File: config.mk
export PLATFORM = sky130hd
export DESIGN_NAME = contador_botones_up_down_flat
export DESIGN_NICKNAME = d
export VERILOG_FILES = /design/src/rtl/contador_botones_up_down_if.sv /design/src/rtl/contador_botones_up_down.sv /design/src/flat_wrapper.sv
export SDC_FILE = /design/constraint.sdc
export NUM_CORES = 1
export LEC_CHECK = 0
export CAP_MARGIN = 20
export CORE_ASPECT_RATIO = 0.9
export CORE_MARGIN = 2
export CORE_UTILIZATION = 52
export DETAILED_ROUTE_END_ITERATION = 10
export PLACE_DENSITY = 0.7
export SETUP_SLACK_MARGIN = 0.3
export SLEW_MARGIN = 20
export SYNTH_ARGS = -nofsm -noshare
export SYNTH_HDL_FRONTEND = slang
export SYNTH_SLANG_ARGS = --single-unit
export TNS_END_PERCENT = 10
File: constraint.sdc
create_clock -name clk -period 2.4 [get_ports clk]
set_input_delay 0.36 -clock clk [delete_from_list [all_inputs] [get_ports clk]]
set_output_delay 0.36 -clock clk [all_outputs]
set_load 0.02 [all_outputs]
File: src/rtl/contador_botones_up_down_if.sv
// Raw button levels in, single-cycle count commands out.
interface contador_botones_up_down_if;
    logic btn_up;
    logic btn_down;
    logic EN;
    logic up;
    logic down;
    logic busy;

    modport master (
        output btn_up,
        output btn_down,
        input  EN,
        input  up,
        input  down,
        input  busy
    );

    modport slave (
        input  btn_up,
        input  btn_down,
        output EN,
        output up,
        output down,
        busy
    );
endinterface

File: src/rtl/contador_botones_up_down.sv
// Button synchroniser, debouncer and one-pulse-per-press command FSM.
// Optional auto-repeat while a single button is held: define AUTO_REPEAT_EN.
module contador_botones_up_down #(
    parameter int unsigned DEBOUNCE_CYCLES = 16,
    parameter int unsigned REPEAT_DELAY    = 64,
    parameter int unsigned REPEAT_RATE     = 16,
    parameter int unsigned CNT_W           = 16
) (
    input logic                       clk,
    input logic                       rst,
    contador_botones_up_down_if.slave bus
);

    typedef enum logic [1:0] {
        IDLE       = 2'd0,
        PULSE_UP   = 2'd1,
        PULSE_DOWN = 2'd2,
        HOLD       = 2'd3
    } state_t;

    localparam logic [CNT_W-1:0] DB_LAST = CNT_W'(DEBOUNCE_CYCLES - 1);

    if (DEBOUNCE_CYCLES < 2 || DEBOUNCE_CYCLES > 65535 ||
        REPEAT_DELAY < 1 || REPEAT_RATE < 1 ||
        (DEBOUNCE_CYCLES >> CNT_W) != 0 ||
        (REPEAT_DELAY >> CNT_W) != 0 ||
        (REPEAT_RATE >> CNT_W) != 0) begin : g_bad_params
        $error("contador_botones_up_down: parameter out of range");
    end

    // bit 0 = up button, bit 1 = down button
    logic [1:0]            raw;
    logic [1:0]            sync1_q, sync1_d;
    logic [1:0]            sync2_q, sync2_d;
    logic [1:0]            db_q, db_d;
    logic [1:0]            db_prev_q, db_prev_d;
    logic [1:0]            press_q, press_d;
    logic [1:0][CNT_W-1:0] db_cnt_q, db_cnt_d;

    state_t state_q, state_d;

    logic up_q, up_d;
    logic down_q, down_d;
    logic en_q, en_d;
    logic busy_q, busy_d;

    logic rpt_fire;
    logic rpt_dn_q;

    assign raw = {bus.btn_down, bus.btn_up};

    always_comb begin
        sync1_d   = raw;
        sync2_d   = sync1_q;
        db_d      = db_q;
        db_prev_d = db_q;
        press_d   = db_q & ~db_prev_q;
        db_cnt_d  = '0;
        for (int i = 0; i < 2; i++) begin
            if (sync2_q[i] != db_q[i]) begin
                if (db_cnt_q[i] == DB_LAST) begin
                    db_d[i] = ~db_q[i];
                end else begin
                    db_cnt_d[i] = db_cnt_q[i] + CNT_W'(1);
                end
            end
        end
    end

    always_ff @(posedge clk) begin
        if (rst) begin
            sync1_q   <= '0;
            sync2_q   <= '0;
            db_q      <= '0;
            db_prev_q <= '0;
            press_q   <= '0;
            db_cnt_q  <= '0;
        end else begin
            sync1_q   <= sync1_d;
            sync2_q   <= sync2_d;
            db_q      <= db_d;
            db_prev_q <= db_prev_d;
            press_q   <= press_d;
            db_cnt_q  <= db_cnt_d;
        end
    end

    always_ff @(posedge clk) begin
        if (rst) begin
            state_q <= IDLE;
        end else begin
            state_q <= state_d;
        end
    end

    // simultaneous presses are a conflicting command: swallow them in HOLD
    always_comb begin
        state_d = state_q;
        unique case (state_q)
            IDLE: begin
                if (press_q == 2'b01) begin
                    state_d = PULSE_UP;
                end else if (press_q == 2'b10) begin
                    state_d = PULSE_DOWN;
                end else if (press_q == 2'b11) begin
                    state_d = HOLD;
                end
            end
            PULSE_UP,
            PULSE_DOWN: state_d = HOLD;
            HOLD: begin
                if (db_q == 2'b00) begin
                    state_d = IDLE;
                end
            end
            default: state_d = IDLE;
        endcase
    end

`ifdef AUTO_REPEAT_EN
    localparam logic [CNT_W-1:0] RPT_DLY_LAST  = CNT_W'(REPEAT_DELAY - 1);
    localparam logic [CNT_W-1:0] RPT_RATE_LAST = CNT_W'(REPEAT_RATE - 1);

    logic [CNT_W-1:0] rpt_cnt_q, rpt_cnt_d;
    logic             rpt_arm_q, rpt_arm_d;
    logic             rpt_dn_d;
    logic             rpt_first_q, rpt_first_d;
    logic             rpt_hold;
    logic [CNT_W-1:0] rpt_last;

    assign rpt_hold = rpt_dn_q ? (db_q == 2'b10) : (db_q == 2'b01);
    assign rpt_last = rpt_first_q ? RPT_DLY_LAST : RPT_RATE_LAST;

    // arming only happens on the PULSE_* -> HOLD path, so a
    // conflicting simultaneous press never repeats
    always_comb begin
        rpt_cnt_d   = '0;
        rpt_arm_d   = rpt_arm_q;
        rpt_dn_d    = rpt_dn_q;
        rpt_first_d = rpt_first_q;
        rpt_fire    = 1'b0;
        unique case (state_q)
            PULSE_UP: begin
                rpt_arm_d   = 1'b1;
                rpt_dn_d    = 1'b0;
                rpt_first_d = 1'b1;
            end
            PULSE_DOWN: begin
                rpt_arm_d   = 1'b1;
                rpt_dn_d    = 1'b1;
                rpt_first_d = 1'b1;
            end
            HOLD: begin
                if (rpt_arm_q && rpt_hold) begin
                    if (rpt_cnt_q == rpt_last) begin
                        rpt_fire    = 1'b1;
                        rpt_first_d = 1'b0;
                    end else begin
                        rpt_cnt_d = rpt_cnt_q + CNT_W'(1);
                    end
                end else begin
                    rpt_arm_d = 1'b0;
                end
            end
            default: rpt_arm_d = 1'b0;
        endcase
    end

    always_ff @(posedge clk) begin
        if (rst) begin
            rpt_cnt_q   <= '0;
            rpt_arm_q   <= 1'b0;
            rpt_dn_q    <= 1'b0;
            rpt_first_q <= 1'b0;
        end else begin
            rpt_cnt_q   <= rpt_cnt_d;
            rpt_arm_q   <= rpt_arm_d;
            rpt_dn_q    <= rpt_dn_d;
            rpt_first_q <= rpt_first_d;
        end
    end
`else
    assign rpt_fire = 1'b0;
    assign rpt_dn_q = 1'b0;
`endif

    always_comb begin
        up_d   = (state_d == PULSE_UP) | (rpt_fire & ~rpt_dn_q);
        down_d = (state_d == PULSE_DOWN) | (rpt_fire & rpt_dn_q);
        en_d   = up_d | down_d;
        busy_d = (state_d != IDLE);
    end

    always_ff @(posedge clk) begin
        if (rst) begin
            up_q   <= 1'b0;
            down_q <= 1'b0;
            en_q   <= 1'b0;
            busy_q <= 1'b0;
        end else begin
            up_q   <= up_d;
            down_q <= down_d;
            en_q   <= en_d;
            busy_q <= busy_d;
        end
    end

    assign bus.up   = up_q;
    assign bus.down = down_q;
    assign bus.EN   = en_q;
    assign bus.busy = busy_q;

endmodule

File: src/flat_wrapper.sv
// flat-port wrapper written by rule: the top's interface ports become plain ports
module contador_botones_up_down_flat 
#(
    parameter int unsigned DEBOUNCE_CYCLES = 16,
    parameter int unsigned REPEAT_DELAY    = 64,
    parameter int unsigned REPEAT_RATE     = 16,
    parameter int unsigned CNT_W           = 16
)
  (clk, rst, bus_btn_up, bus_btn_down, bus_EN, bus_up, bus_down, bus_busy);
  contador_botones_up_down_if bus_i ();
  input logic clk;
  input logic rst;
  input wire logic [$bits(bus_i.btn_up)-1:0] bus_btn_up;
  input wire logic [$bits(bus_i.btn_down)-1:0] bus_btn_down;
  output wire logic [$bits(bus_i.EN)-1:0] bus_EN;
  output wire logic [$bits(bus_i.up)-1:0] bus_up;
  output wire logic [$bits(bus_i.down)-1:0] bus_down;
  output wire logic [$bits(bus_i.busy)-1:0] bus_busy;
  assign bus_i.btn_up = bus_btn_up;
  assign bus_i.btn_down = bus_btn_down;
  assign bus_EN = bus_i.EN;
  assign bus_up = bus_i.up;
  assign bus_down = bus_i.down;
  assign bus_busy = bus_i.busy;
  contador_botones_up_down #(.DEBOUNCE_CYCLES(DEBOUNCE_CYCLES), .REPEAT_DELAY(REPEAT_DELAY), .REPEAT_RATE(REPEAT_RATE), .CNT_W(CNT_W)) u_core (.clk(clk), .rst(rst), .bus(bus_i));
endmodule
==> metrics.md <==
| Metric | Value |
|---|---|
| Port bufs | `7` |
| Cell count after synthesis | `211` |
| Post-synthesis sequential area ratio | `48.2%` |
| Vias in the first global route | `1,289` |
| Syn Nets | `222` |
| Grt ovf | `0` |
| Min-delay worst type | `reg -> reg` |
| Final HPWL DP | `2130 um` |
| Die Area | `4350 um2` |
| WHS Path Cells | `1` |
| Crit. End Element | `flop` |
| Slew headroom | `60.1%` |
| Run status | `completed` |
| GRT Total Usage | `15.8%` |
| Clk root buf | `clkbuf_8` |
| DRT Wirelength | `3010 um` |
| CTS Buf Count | `5` |
| Cts hold-fix bufs | `0` |
| Diodes inserted | `0` |
| RR Startpoint | `u_core.state_q[0]` |
| H-tree depth | `2` |
| Die height | `62.8 um` |
| Area overhead of the layout relative to synthesis | `11.2%` |
| Fillers | `335` |
| Reg2Reg Depth | `6` |
| Flops & latches, synth | `48` |
| Core Area | `3700 um2` |
| Clock-pin slew on the worst setup and hold paths | `0.08 ns` |
| Placer congestion estimate | `0.841` |
| Global-route wire length before repair | `5560 um` |
| Commonest non-fill, non-tap cells in the layout | `dfxtp_1 (48), nor2_1 (37), xnor2_1 (26)` |
| Remaining antenna violation count after routing | `0` |
| Max VDD drop | `641 uV` |
| Arr. time, crit path | `2.11 ns` |
| Final nets | `234` |
| Vias per inst | `5.07` |
| Launch point of the worst path | `u_core.state_q[0]` |
| Syn Area/Cell | `9.45 um2` |
| Max Buffers Root-to-Sink | `2` |
| Most common cell after layout, fill and taps aside | `dfxtp_1` |
| Tcrit/Tclk final | `79.5%` |
| I/O pins | `8` |
| Worst-margin pin slew | `0.598 ns` |
| Sink Count | `48` |
| Distinct cell type count after synthesis | `25` |
| Max FO, Critical Path | `5` |
| Cell Rows | `21` |
| Setup TNS | `0 ns` |
| Setup Fix Bufs, Post-CTS | `0` |
| Clock latency on the worst-skew pair | `0.30 ns` |
| Number of synthesis warnings | `0` |
| Wirelength per Cell | `11.2 um` |
| Min Tclk post-route | `1.91 ns` |
| Min-delay src | `u_core.db_prev_q[1]` |
| Initial Util | `53.8%` |
| DR pass1 iterations | `4` |
| WP data required | `2.60 ns` |
| Pins Over Slew Limit | `0` |
| Final Skew | `0.00603 ns` |
| Max Cap Viol | `0` |
| Largest net degree at the start of global routing | `16` |
| Ratio of cells with drive above 1 in the final layout | `7.14%` |
| Crit Path Category | `reg -> reg` |
| Hold Fails Final Rpt | `0` |
| Finish-stage setup viols | `0` |
| Leak | `0.746 nW` |
| Max Freq | `524 MHz` |
| PD cells | `705 nW/um2` |
| Initial antenna violation count | `0` |
| First DRT Iteration DRCs | `58` |
| CTS tree | `yes` |
| Die Wd | `69.3 um` |
| Vias | `1,368` |
| Final Power | `1.56 mW` |
| RSZ-0062 raised after global routing | `no` |
| Residual DRC | `0` |
| Crit path launch type | `flop` |
| Post-CTS sizing | `0` |
| Netlist Area Pre-Place | `1990 um2` |
## kinds of logic (layout without fill, tap and decap cells)
logic type | after synthesis | in the layout | synth area share (%)
multiplexers | 3 | 3 | 1.51
AO/OA/AOI/OAI | 4 | 4 | 1.44
buffers and inverters | 13 | 26 | 2.82
AND/OR/NAND/NOR | 106 | 106 | 28.5
flip-flops | 48 | 48 | 48.2
XOR/XNOR | 30 | 30 | 13.2
adder cells (fa/ha/maj) | 7 | 7 | 4.39
## worst max-delay path, stage by stage (launching register included)
cell      delay (ns)
dfxtp_1         0.36
inv_1           0.05
ha_1            0.26
mux2i_1         0.15
a221oi_1        0.54
ha_1            0.33
nor2b_1         0.12
## metrics by stage
step	hold slack, ns	instances	util, %	area, um2	setup WS, ns
finish	0.385	270	59.9	2220	0.491
floorplan	0.367	211	-	1990	0.695
global placement	0.369	262	57.0	2110	0.536
global route	0.417	270	59.9	2220	0.308
CTS	0.388	270	59.9	2220	0.439
detailed placement	0.376	262	57.0	2110	0.450
## sequential cells by signal, indices dropped and copies added (netlist names)
signal	cells
u_core.db_cnt_q	32
u_core.db_prev_d	2
u_core.db_prev_q	2
u_core.press_q	2
u_core.state_q	2
u_core.sync1_q	2
u_core.sync2_q	2
u_core.bus.EN	1
u_core.bus.busy	1
u_core.bus.down	1
u_core.bus.up	1
## path summary, 6_finish.rpt
| path | endpoint | slack [ns] |
|---|---|---|
| min | u_core.press_q[1] | 0.39 |
| min reg2reg | u_core.press_q[1] | 0.39 |
| max reg2reg | u_core.bus.EN | 0.49 |
| max | u_core.bus.EN | 0.49 |
## routing by layer
layer / global-route usage (%) / share of wire, % / up-vias
met4: 7.35 / 2.1 / 0
li1: - / - / 733
met3: 3.87 / 2.5 / 5
met2: 25.8 / 47 / 10
met1: 19.6 / 48 / 620
met5: 0 / 0 / -
## final cells by class
class,count,area (um2),area share [%]
multi-input combinational,150,977,44.0
sequential,48,961,43.3
timing repair buffer,8,77.6,3.50
clock buffer,6,72.6,3.27
tap,46,57.6,2.59
inverter,10,37.5,1.69
clock inverter,2,35.0,1.58
## cell usage after synthesis
cell,instances,share of area (%)
dfxtp_1,48,48
nor2_1,37,7.0
xnor2_1,26,11
nor4_1,16,5.0
nor2b_1,12,3.8
inv_1,10,1.9
nand2_1,8,1.5
nand3_1,8,2.0
ha_1,7,4.4
nor3_1,7,1.8
nand4_1,6,1.9
and3_1,4,1.3
nor2_2,4,1.3
xor2_1,4,1.8
mux2i_1,3,1.5
buf_4,2,0.75
a221oi_1,1,0.44
clkbuf_1,1,0.19
nand3_2,1,0.50
nand3_4,1,0.88
nand4_2,1,0.63
nand4_4,1,1.1
o211ai_1,1,0.38
o21ai_0,1,0.25
o31ai_1,1,0.38
## power by group
part / internal, mW / switching (mW)
clock: 0.309 / 0.250
sequential: 0.825 / 0.00912
combinational: 0.0807 / 0.0902
Note: power is estimated with default switching activity, not from simulation.
